### src/rtl/uart_buffer_pkg.sv
// Shared constants, status layout and downstream FSM state type for uart_buffer.
package uart_buffer_pkg;

    // Register offsets, decoded from addr[3:2]
    localparam logic [1:0] DATA_OFF   = 2'd0;
    localparam logic [1:0] STATUS_OFF = 2'd1;

    // STATUS register bit positions
    localparam int ST_TX_FULL  = 0;
    localparam int ST_TX_EMPTY = 1;
    localparam int ST_RX_EMPTY = 2;
    localparam int ST_RX_FULL  = 3;
    localparam int ST_OVERRUN  = 4;

    // Uart request strobes
    localparam logic [3:0] UART_WR = 4'b0001;
    localparam logic [3:0] UART_RD = 4'b0000;

    // DATA read value when the RX FIFO has nothing to give (bit31 = empty flag)
    localparam logic [31:0] RX_EMPTY_WORD = 32'h8000_0000;

    typedef enum logic [1:0] {
        IDLE    = 2'd0,
        TX_WAIT = 2'd1,
        RX_WAIT = 2'd2
    } dn_state_t;

    // Packs the flag bits into the STATUS word; unused bits read 0.
    function automatic logic [31:0] status_word(input logic tx_full, input logic tx_empty,
                                                input logic rx_empty, input logic rx_full,
                                                input logic overrun);
        logic [31:0] w;
        w              = '0;
        w[ST_TX_FULL]  = tx_full;
        w[ST_TX_EMPTY] = tx_empty;
        w[ST_RX_EMPTY] = rx_empty;
        w[ST_RX_FULL]  = rx_full;
        w[ST_OVERRUN]  = overrun;
        return w;
    endfunction

endpackage

### src/rtl/uart_buffer_if.sv
// CPU-side peripheral bus of uart_buffer.
// Handshake: bus_valid is a one-cycle request strobe; the slave answers with a
// one-cycle bus_ready pulse (bus_rdata valid in that cycle). The master issues
// no new request until it has seen bus_ready for the previous one.
interface uart_buffer_if;
    logic        bus_valid;
    logic [31:0] bus_addr;
    logic [31:0] bus_wdata;
    logic [3:0]  bus_wstrb;
    logic [31:0] bus_rdata;
    logic        bus_ready;

    modport master (output bus_valid, bus_addr, bus_wdata, bus_wstrb,
                    input  bus_rdata, bus_ready);
    modport slave  (input  bus_valid, bus_addr, bus_wdata, bus_wstrb,
                    output bus_rdata, bus_ready);
endinterface

### src/rtl/uart_buffer_sync_fifo.sv
// Synchronous first-word-fall-through FIFO; full/empty derived from an occupancy count.
module sync_fifo #(
    parameter int WIDTH = 8,
    parameter int DEPTH = 16
) (
    input  logic                     clk,
    input  logic                     rst,
    input  logic                     push,
    input  logic                     pop,
    input  logic [WIDTH-1:0]         wdata,
    output logic [WIDTH-1:0]         rdata,
    output logic                     full,
    output logic                     empty,
    output logic [$clog2(DEPTH):0]   count
);
    localparam int AW = $clog2(DEPTH);
    localparam logic [AW:0] FULL_CNT = (AW+1)'(DEPTH);

    logic [WIDTH-1:0] mem [DEPTH];
    logic [AW-1:0]    wr_ptr;
    logic [AW-1:0]    rd_ptr;
    logic             do_push;
    logic             do_pop;

    assign full    = (count == FULL_CNT);
    assign empty   = (count == '0);
    assign do_push = push && !full;
    assign do_pop  = pop && !empty;
    assign rdata   = mem[rd_ptr];

    // Pointer and occupancy update; push and pop together leave the count unchanged
    always_ff @(posedge clk) begin
        if (rst) begin
            wr_ptr <= '0;
            rd_ptr <= '0;
            count  <= '0;
        end else begin
            if (do_push) wr_ptr <= wr_ptr + AW'(1);
            if (do_pop)  rd_ptr <= rd_ptr + AW'(1);
            case ({do_push, do_pop})
                2'b10:   count <= count + (AW+1)'(1);
                2'b01:   count <= count - (AW+1)'(1);
                default: count <= count;
            endcase
        end
    end

    // Storage write port
    always_ff @(posedge clk) begin
        if (do_push) mem[wr_ptr] <= wdata;
    end

endmodule

### src/rtl/uart_buffer.sv
// Buffered front-end between the CPU peripheral bus and the uart request port.
module uart_buffer import uart_buffer_pkg::*; #(
    parameter int TX_DEPTH = 16,
    parameter int RX_DEPTH = 16
) (
    input  logic             clk,
    input  logic             rst,
    uart_buffer_if.slave     bus,
    output logic             uart_valid,
    output logic [31:0]      uart_wdata,
    output logic [3:0]       uart_wstrb,
    input  logic [31:0]      uart_rdata,
    input  logic             uart_ready,
    output dn_state_t        fsm_state
);
    dn_state_t                  state;
    logic [1:0]                 reg_sel;
    logic                       is_write;
    logic                       data_wr, data_rd, status_wr;
    logic                       wr_hold;
    logic [7:0]                 hold_data;
    logic                       overrun;
    logic                       tx_push, tx_pop, tx_full, tx_empty;
    logic [7:0]                 tx_push_data, tx_head;
    logic [$clog2(TX_DEPTH):0]  tx_count;
    logic                       rx_push, rx_pop, rx_full, rx_empty, rx_done, ovr_set;
    logic [7:0]                 rx_head;
    logic [$clog2(RX_DEPTH):0]  rx_count;
    logic                       unused_bits;

    assign fsm_state = state;
    assign reg_sel   = bus.bus_addr[3:2];
    assign is_write  = |bus.bus_wstrb;
    assign data_wr   = bus.bus_valid && is_write && (reg_sel == DATA_OFF);
    assign data_rd   = bus.bus_valid && !is_write && (reg_sel == DATA_OFF);
    assign status_wr = bus.bus_valid && is_write && (reg_sel == STATUS_OFF);

    assign rx_pop  = data_rd && !rx_empty && !rst;
    assign tx_pop  = (state == IDLE) && !tx_empty && !rst;
    assign rx_done = (state == RX_WAIT) && uart_ready && !rst;
    assign rx_push = rx_done && !rx_full;
    assign ovr_set = rx_done && rx_full;

    assign unused_bits = ^{bus.bus_addr[31:4], bus.bus_addr[1:0], bus.bus_wdata[31:8],
                           uart_rdata[31:8], tx_count, rx_count};

    // TX push source: a held write has priority, since no new request can arrive while one is held
    always_comb begin
        tx_push      = 1'b0;
        tx_push_data = bus.bus_wdata[7:0];
        if (wr_hold) begin
            tx_push      = !tx_full && !rst;
            tx_push_data = hold_data;
        end else if (data_wr) begin
            tx_push = !tx_full && !rst;
        end
    end

    sync_fifo #(.WIDTH(8), .DEPTH(TX_DEPTH)) u_tx_fifo (
        .clk   (clk),
        .rst   (rst),
        .push  (tx_push),
        .pop   (tx_pop),
        .wdata (tx_push_data),
        .rdata (tx_head),
        .full  (tx_full),
        .empty (tx_empty),
        .count (tx_count)
    );

    sync_fifo #(.WIDTH(8), .DEPTH(RX_DEPTH)) u_rx_fifo (
        .clk   (clk),
        .rst   (rst),
        .push  (rx_push),
        .pop   (rx_pop),
        .wdata (uart_rdata[7:0]),
        .rdata (rx_head),
        .full  (rx_full),
        .empty (rx_empty),
        .count (rx_count)
    );

    // CPU side: register decode, one-cycle ready, held DATA write while TX is full, sticky overrun
    always_ff @(posedge clk) begin
        if (rst) begin
            bus.bus_ready <= 1'b0;
            bus.bus_rdata <= '0;
            wr_hold       <= 1'b0;
            hold_data     <= '0;
            overrun       <= 1'b0;
        end else begin
            bus.bus_ready <= 1'b0;
            bus.bus_rdata <= '0;
            if (wr_hold && !tx_full) begin
                wr_hold       <= 1'b0;
                bus.bus_ready <= 1'b1;
            end
            if (bus.bus_valid) begin
                case (reg_sel)
                    DATA_OFF: begin
                        if (is_write) begin
                            if (tx_full) begin
                                wr_hold   <= 1'b1;
                                hold_data <= bus.bus_wdata[7:0];
                            end else begin
                                bus.bus_ready <= 1'b1;
                            end
                        end else begin
                            bus.bus_ready <= 1'b1;
                            bus.bus_rdata <= rx_empty ? RX_EMPTY_WORD : {24'b0, rx_head};
                        end
                    end
                    STATUS_OFF: begin
                        bus.bus_ready <= 1'b1;
                        if (!is_write)
                            bus.bus_rdata <= status_word(tx_full, tx_empty, rx_empty, rx_full, overrun);
                    end
                    default: bus.bus_ready <= 1'b1;
                endcase
            end
            if (ovr_set)
                overrun <= 1'b1;
            else if (status_wr && bus.bus_wdata[ST_OVERRUN])
                overrun <= 1'b0;
        end
    end

    // Downstream FSM: one uart transaction at a time, TX before RX, waits are never aborted
    always_ff @(posedge clk) begin
        if (rst) begin
            state      <= IDLE;
            uart_valid <= 1'b0;
            uart_wstrb <= '0;
            uart_wdata <= '0;
        end else begin
            uart_valid <= 1'b0;
            case (state)
                IDLE: begin
                    if (!tx_empty) begin
                        uart_valid <= 1'b1;
                        uart_wstrb <= UART_WR;
                        uart_wdata <= {24'b0, tx_head};
                        state      <= TX_WAIT;
                    end else if (!rx_full) begin
                        uart_valid <= 1'b1;
                        uart_wstrb <= UART_RD;
                        uart_wdata <= '0;
                        state      <= RX_WAIT;
                    end
                end
                TX_WAIT: if (uart_ready) state <= IDLE;
                RX_WAIT: if (uart_ready) state <= IDLE;
                default: state <= IDLE;
            endcase
        end
    end

endmodule

### src/flat_wrapper.sv
// flat-port wrapper written by rule: the top's interface ports become plain ports
module uart_buffer_flat import uart_buffer_pkg::*;
#(
    parameter int TX_DEPTH = 16,
    parameter int RX_DEPTH = 16
)
  (clk, rst, uart_valid, uart_wdata, uart_wstrb, uart_rdata, uart_ready, fsm_state, bus_bus_valid, bus_bus_addr, bus_bus_wdata, bus_bus_wstrb, bus_bus_rdata, bus_bus_ready);
  uart_buffer_if bus_i ();
  input  logic clk;
  input  logic rst;
  output logic uart_valid;
  output logic [31:0] uart_wdata;
  output logic [3:0] uart_wstrb;
  input  logic [31:0] uart_rdata;
  input  logic uart_ready;
  output dn_state_t fsm_state;
  input wire logic [$bits(bus_i.bus_valid)-1:0] bus_bus_valid;
  input wire logic [$bits(bus_i.bus_addr)-1:0] bus_bus_addr;
  input wire logic [$bits(bus_i.bus_wdata)-1:0] bus_bus_wdata;
  input wire logic [$bits(bus_i.bus_wstrb)-1:0] bus_bus_wstrb;
  output wire logic [$bits(bus_i.bus_rdata)-1:0] bus_bus_rdata;
  output wire logic [$bits(bus_i.bus_ready)-1:0] bus_bus_ready;
  assign bus_i.bus_valid = bus_bus_valid;
  assign bus_i.bus_addr = bus_bus_addr;
  assign bus_i.bus_wdata = bus_bus_wdata;
  assign bus_i.bus_wstrb = bus_bus_wstrb;
  assign bus_bus_rdata = bus_i.bus_rdata;
  assign bus_bus_ready = bus_i.bus_ready;
  uart_buffer #(.TX_DEPTH(TX_DEPTH), .RX_DEPTH(RX_DEPTH)) u_core (.clk(clk), .rst(rst), .bus(bus_i), .uart_valid(uart_valid), .uart_wdata(uart_wdata), .uart_wstrb(uart_wstrb), .uart_rdata(uart_rdata), .uart_ready(uart_ready), .fsm_state(fsm_state));
endmodule
### config.mk
export PLATFORM = sky130hd
export DESIGN_NAME = uart_buffer_flat
export DESIGN_NICKNAME = d
export VERILOG_FILES = /design/src/rtl/uart_buffer_pkg.sv /design/src/rtl/uart_buffer_if.sv /design/src/rtl/uart_buffer_sync_fifo.sv /design/src/rtl/uart_buffer.sv /design/src/flat_wrapper.sv
export SDC_FILE = /design/constraint.sdc
export NUM_CORES = 1
export LEC_CHECK = 0
export BUFFER_PORTS_ARGS = -buffer_cell sky130_fd_sc_hd__buf_4
export CAP_MARGIN = 10
export CORE_ASPECT_RATIO = 0.9
export CORE_MARGIN = 4
export CORE_UTILIZATION = 40
export CTS_CLUSTER_DIAMETER = 200
export DETAILED_ROUTE_END_ITERATION = 6
export PLACE_DENSITY_LB_ADDON = 0.1
export SYNTH_ARGS = -nofsm -noshare
export SYNTH_HDL_FRONTEND = slang
export SYNTH_HIERARCHICAL = 1
export SYNTH_SLANG_ARGS = --single-unit
### constraint.sdc
create_clock -name clk -period 3.4 [get_ports clk]
set_clock_uncertainty 0.15 [all_clocks]
set_input_delay 0.17 -clock clk [delete_from_list [all_inputs] [get_ports clk]]
set_output_delay 0.17 -clock clk [all_outputs]
set_load 0.005 [all_outputs]
==> results.sh, run 1 <==
export IMPL_status="finished clean"
export IMPL_p_leak_nw=5.383
export IMPL_multi_input_area_sq_um=4175
export IMPL_cts_sinks=322
export IMPL_holdPathStages=2
export IMPL_placed_area_sq_um=14400
export IMPL_finalHoldViolCount=0
export IMPL_io_buffers=47
export IMPL_slew_headroom_pct=38.44
export IMPL_wl_per_cell_um=20.42
export IMPL_syn_to_final_growth_pct=15.31
export IMPL_fill_cells=2886
export IMPL_startpoint_type="flip-flop"
export IMPL_grt_overflow_total=0
export IMPL_cp_arrival_ps=3460
export IMPL_max_stage_delay_ps=580
export IMPL_antenna_found_initial=0
export IMPL_grtUsageTotal_pct=14.95
export IMPL_peakVddDrop_mv=0.4273
export IMPL_coreArea_sq_um=33340
export IMPL_synth_area_sq_um=13680
export IMPL_grt_pass1_wl_um=42920
export IMPL_ys_types=56
export IMPL_yosys_area_top_type="edfxtp_1"
export IMPL_start_util_pct=41.03
export IMPL_seq_area_frac_synth_pct=65.85
export IMPL_dr_pass1_iters=5
export IMPL_grt_max_degree=69
export IMPL_die_x_um=202.9
export IMPL_cts_inserted_buffers=36
export IMPL_layout_commonest_cell="edfxtp_1"
export IMPL_synth_seq_cells=322
export IMPL_synth_async_sr_flop_share_pct=0
export IMPL_p_per_area_nw_per_um2=541.6
export IMPL_io_pins=176
export IMPL_first_global_vias=7122
export IMPL_critPathMaxFanout=5
export IMPL_ctsLongestPathBuffers=3
export IMPL_setup_tns_final_ps=0
export IMPL_clkTransAtPathRegs_ps=70
export IMPL_path_class="flip-flop to flip-flop"
export IMPL_r2r_end="u_core/u_rx_fifo/count[2]"
export IMPL_synth_ff_type="edfxtp_1"
export IMPL_layout_min_cycle_time_ps=3171
export IMPL_cp_cell_sequence="or4_1 -> nor2_2 -> nor3_1 -> and2_1 -> o21ai_4 -> inv_1 -> ha_1 -> xor2_1 -> ha_1 -> o21a_1 -> or4_1 -> a21oi_1"
export IMPL_insertedDiodeCount=0
export IMPL_cts_root_buffer="clkbuf_16"
export IMPL_ant_nets=0
export IMPL_netlist_area_leader_share_pct=56.19
export IMPL_maxSlewViolCount=0
export IMPL_placementRows=63
export IMPL_cp_end_kind="flip-flop"
export IMPL_postSynthAreaPerCell_sq_um=17.30
export IMPL_tightestPinTransition_ps=920.1
export IMPL_drive_gt1_share_pct=19.72
export IMPL_rr_startpoint="u_core/u_rx_fifo/count[0]"
export IMPL_drt_initial_drc_count=412
export IMPL_synth_edf_count=256
export IMPL_drt_wl_total_um=27930
export IMPL_rrSetupSlack_ps=230
export IMPL_r2r_cells=12
export IMPL_grt_setup_unrepaired="no"
export IMPL_fin_area_sq_um=15780
export IMPL_layout_nets=1012
export IMPL_final_util_pct=47.31
export IMPL_crit_required_ps=3690
export IMPL_setup_viol=0
export IMPL_cts_tree="done"
export IMPL_maxCapViolCount=0
export IMPL_gp_congestion=0.7767
export IMPL_layout_common_cells="edfxtp_1 (256), buf_4 (76), dfxtp_1 (65), nor2_1 (58), mux4_1 (56)"
export IMPL_crit_path_top_delay_cell="or4_1"
export IMPL_syn_inst=791
export IMPL_via_count=6978
export IMPL_worstHoldPathType="primary input to flip-flop"
export IMPL_die_height_um=183.4
export IMPL_synth_warnings=6
export IMPL_drc=0
export IMPL_htree_levels=2
export IMPL_hpwl_um=18710
export IMPL_cp_startpoint="u_core/u_rx_fifo/count[0]"
export IMPL_clkLatencyLatePin_ps=510
export IMPL_viasPerCell=5.101
export IMPL_timing_fmax_mhz=315.4
export IMPL_totalPowerFinal_mw=8.544
export IMPL_dieArea_sq_um=37230
export IMPL_finalCritPeriodShare_pct=93.25
export IMPL_regArea_sq_um=9010
export IMPL_synth_area_leaders="edfxtp_1 (56%), mux4_1 (11%), dfxtp_1 (9.7%)"
export IMPL_timing_critical_path_to="u_core/u_rx_fifo/count[2]"
==> power breakdown <==
part / internal (mW) / leakage [nW] / switching, mW
clock: 2.07 / 0.535 / 1.49
sequential: 4.31 / 2.84 / 0.0472
combinational: 0.278 / 2.01 / 0.351
total: 6.66 / 5.38 / 1.88
==> worst min path at each step <==
stage	from	endpoint	slack, ps
floorplan	uart_rdata[0]	u_core/u_rx_fifo/mem[0][0]	120
global placement	u_core/uart_wstrb[0]	u_core/uart_wstrb[0]	290
detailed placement	u_core/uart_wstrb[0]	u_core/uart_wstrb[0]	310
CTS	rst	u_core/u_tx_fifo/wr_ptr[1]	4
global route	rst	u_core/u_rx_fifo/wr_ptr[1]	60
finish	rst	u_core/u_rx_fifo/wr_ptr[3]	40
==> cell usage after synthesis (9+ instances only) <==
cell	count
edfxtp_1	256
dfxtp_1	66
nor2_1	59
mux4_1	56
buf_4	52
mux4_2	24
nand2b_1	22
clkbuf_1	19
ha_1	18
nor3_1	18
inv_1	16
nand2_1	15
mux2i_1	14
xor2_1	14
a21oi_1	11
a22oi_1	9
==> timing repair <==
item                       4_1_cts  5_1_grt
gates resized for setup          0        5
hold endpoints to repair       147        0
setup buffers                    0        2
hold buffers                    26        0
setup endpoints to repair        0        4
==> layout make-up <==
type	count	share of cell area (%)
Inverter	18	0.4442
Timing Repair Buffer	104	5.536
Tap cell	455	3.609
Multi-Input combinational cell	408	26.47
Clock buffer	44	6.028
Clock inverter	17	0.8011
Sequential cell	322	57.11
==> layer usage <==
layer / global-route usage [%] / part of all wire [%] / up-vias
li1: - / - / 3227
met1: 22.26 / 48 / 3546
met2: 22.77 / 45 / 163
met3: 2.911 / 5.4 / 42
met4: 3.991 / 2.0 / 0
met5: 0 / 0 / -
==> flip-flops by register name (all words and copies together) (netlist names), 2 cells and up, named ones only <==
register and flops:
u_core/bus.bus_rdata 9, u_core/fsm_state 2, u_core/hold_data 8, u_core/u_rx_fifo/count 5, u_core/u_rx_fifo/mem 128, u_core/u_rx_fifo/rd_ptr 4, u_core/u_rx_fifo/wr_ptr 4, u_core/u_tx_fifo/count 5
u_core/u_tx_fifo/mem 128, u_core/u_tx_fifo/rd_ptr 4, u_core/u_tx_fifo/wr_ptr 4, u_core/uart_wdata 8
==> stage by stage <==
| step | hold WS (ps) | setup WS (ps) | std cells |
|---|---|---|---|
| after global routing | 59.70 | 27.64 | 1368 |
| after detailed placement | 314.7 | 169.2 | 1279 |
| after CTS | 3.932 | 44.95 | 1366 |
| after floorplan | 118.9 | 3.808 | 840 |
| after global placement | 293.1 | 255.9 | 1279 |
| final | 36.89 | 229.4 | 1368 |
==> critical path: cells and delay by family, from the launching register on <==
kind / cells / cell delay [ps]
AND/OR/NAND/NOR: 5 / 1440
AO/OA/AOI/OAI: 3 / 490
adder cells (fa/ha/maj): 2 / 430
flip-flops: 1 / 360
XOR/XNOR: 1 / 140
buffers and inverters: 1 / 70
==> logic make-up (layout without fill, tap and decap cells) <==
kind of cell,count (synthesis),after routing,synth area share [%]
flip-flops,322,322,65.85
AND/OR/NAND/NOR,156,156,6.036
buffers and inverters,110,183,5.112
multiplexers,102,102,16.39
AO/OA/AOI/OAI,66,66,3.914
adder cells (fa/ha/maj),18,18,1.646
XOR/XNOR,16,16,1.024
other,1,50,0.02741
Power figures use the tool's default switching activity.
==> inputs of run 2 (changes only) <==
- CORE_UTILIZATION: 40 -> 52
==> run 2 against run 1 <==
Against the previous run: die area decreased by 22%; register-to-register slack barely moved; design area decreased by 0.90%; core utilization increased by 13 points; combinational power decreased by 2%; final cell count shrank 7.5%; maximum frequency increased by 0.29%; power decreased by 0.54%; global-route usage grew 4.0 points; via count increased by 2.2%; count of clock-buffer cells in the layout is 1 lower; critical endpoint unchanged.
==> results.sh, run 2 (same netlist as run 1, synthesis figures left out) <==
export IMPL_die_height_um=161.9
export IMPL_dr_pass1_iters=5
export IMPL_drt_initial_drc_count=454
export IMPL_pre_cts_slack_ps=198.5
export IMPL_dieArea_sq_um=28970
export IMPL_drive_gt1_share_pct=19.06
export IMPL_start_util_pct=52.63
export IMPL_p_per_area_nw_per_um2=543.6
export IMPL_startpoint_type="flip-flop"
export IMPL_setup_tns_final_ps=0
export IMPL_finalHoldViolCount=0
export IMPL_rr_startpoint="u_core/u_rx_fifo/count[0]"
export IMPL_status="finished clean"
export IMPL_p_leak_nw=5.376
export IMPL_grtUsageTotal_pct=18.93
export IMPL_placementRows=56
export IMPL_r2r_cells=12
export IMPL_setup_viol=0
export IMPL_clkTransAtPathRegs_ps=60
export IMPL_timing_fmax_mhz=316.3
export IMPL_multi_input_area_sq_um=4161
export IMPL_cts_root_buffer="clkbuf_16"
export IMPL_die_x_um=179.0
export IMPL_cp_startpoint="u_core/u_rx_fifo/count[0]"
export IMPL_holdCritStartpoint="bus_bus_wstrb[3]"
export IMPL_hold_path_endpoint="u_core/wr_hold"
export IMPL_io_buffers=47
export IMPL_postCtsSetupRepairBufs=0
export IMPL_cp_end_kind="flip-flop"
export IMPL_layout_min_cycle_time_ps=3161
export IMPL_first_global_vias=7367
export IMPL_hpwl_um=17750
export IMPL_dp_cells=1179
export IMPL_grt_max_degree=46
export IMPL_critPathMaxFanout=5
export IMPL_finalCritPeriodShare_pct=92.98
export IMPL_wl_per_cell_um=21.09
export IMPL_cts_inserted_buffers=34
export IMPL_cts_sinks=322
export IMPL_syn_to_final_growth_pct=14.27
export IMPL_layout_common_cells="edfxtp_1 (256), buf_4 (82), dfxtp_1 (66), nor2_1 (59), mux4_1 (56)"
export IMPL_viasPerCell=5.632
export IMPL_htree_levels=2
export IMPL_tightestPinTransition_ps=995.5
export IMPL_cp_arrival_ps=3450
export IMPL_grt_overflow_total=0
export IMPL_layout_nets=1014
export IMPL_setup_ws_ps=238.5
export IMPL_ant_nets=0
export IMPL_fill_cells=1928
export IMPL_whs_ps=45.67
export IMPL_ctsLongestPathBuffers=3
export IMPL_path_class="flip-flop to flip-flop"
export IMPL_drt_wl_total_um=26700
export IMPL_crit_required_ps=3690
export IMPL_antenna_found_initial=0
export IMPL_gp_congestion=0.8233
export IMPL_r2r_end="u_core/u_rx_fifo/count[2]"
export IMPL_via_count=7130
export IMPL_reg_top3="u_core/u_rx_fifo/mem x128, u_core/u_tx_fifo/mem x128, u_core/bus.bus_rdata x9"
export IMPL_holdPathStages=4
export IMPL_clkLatencyLatePin_ps=510
export IMPL_coreArea_sq_um=25990
export IMPL_regArea_sq_um=9009
export IMPL_rrSetupSlack_ps=240
export IMPL_slew_headroom_pct=33.39
export IMPL_peakVddDrop_mv=0.4435
export IMPL_cts_tree="done"
export IMPL_layout_commonest_cell="edfxtp_1"
export IMPL_insertedDiodeCount=0
export IMPL_io_pins=176
export IMPL_maxCapViolCount=0
export IMPL_instances_no_fill=1266
export IMPL_worstHoldPathType="primary input to flip-flop"
export IMPL_drc=0
export IMPL_grt_setup_unrepaired="no"
export IMPL_maxSlewViolCount=0
export IMPL_grt_pass1_wl_um=41890
[run 2: changes by cell type in the layout (fill, tap and decap cells not counted), moves of 2 or more]
cell       before  now
clkinv_2        9    5
bufinv_16       1    3
clkbuf_16      36   34
clkinv_1        5   10
clkbuf_1        6    8
buf_4          76   82
[run 2: critical path, stage by stage (launching register included)]
cell and delay [ps]:
dfxtp_1 350, or4_1 550, nor2_1 190, nor3_1 80, and2_1 250, o21ai_4 130, inv_1 60, ha_1 210
xor2_1 150, ha_1 220, o21a_1 200, or4_1 390, a21oi_1 150
[run 2: power by group]
group / switching, mW / total [mW] / internal [mW]
clock: 1.42 / 3.52 / 2.10
sequential: 0.0447 / 4.36 / 4.31
combinational: 0.342 / 0.618 / 0.276
[run 2: timing repair]
action / 4_1_cts / 5_1_grt
hold endpoints to repair: 152 / 0
hold buffers: 25 / 0
endpoints found under the setup margin: 0 / 2
gates resized for setup: 0 / 1
[run 2: final cells by class]
cell class                 count  area share [%]
sequential                   322           57.63
multi-input combinational    408           26.62
clock buffer                  43           5.723
timing repair buffer         108           5.667
tap                          348           2.785
clock inverter                19           1.129
inverter                      18          0.4482
[run 2: how the worst max path moves through the flow]
stage	endpoint	cells past startpoint
6_report	u_core/u_rx_fifo/count[2]	12
5_1_grt	u_core/u_rx_fifo/count[2]	12
2_1_floorplan	u_core/u_rx_fifo/count[2]	15
3_3_place_gp	u_core/u_tx_fifo/count[2]	11
3_5_place_dp	u_core/u_tx_fifo/count[2]	11
4_1_cts	u_core/u_tx_fifo/count[2]	11
[run 2: routing by layer]
layer,global-route usage [%],vias up,wire (um)
met5,0,-,0
met4,4.151,0,395
met3,3.188,34,1554
met2,29.05,235,12150
met1,28.94,3633,12590
li1,-,3228,-
[run 2: metrics by stage]
stage | power, mW | instance area [sq um] | util [%]
4_1_cts | 8.587 | 15630 | 60.12
6_report | 8.498 | 15630 | 60.14
3_5_place_dp | 5.034 | 14310 | 55.03
2_1_floorplan | 4.818 | 13860 | -
5_1_grt | 8.841 | 15630 | 60.14
3_3_place_gp | 5.003 | 14310 | 55.03
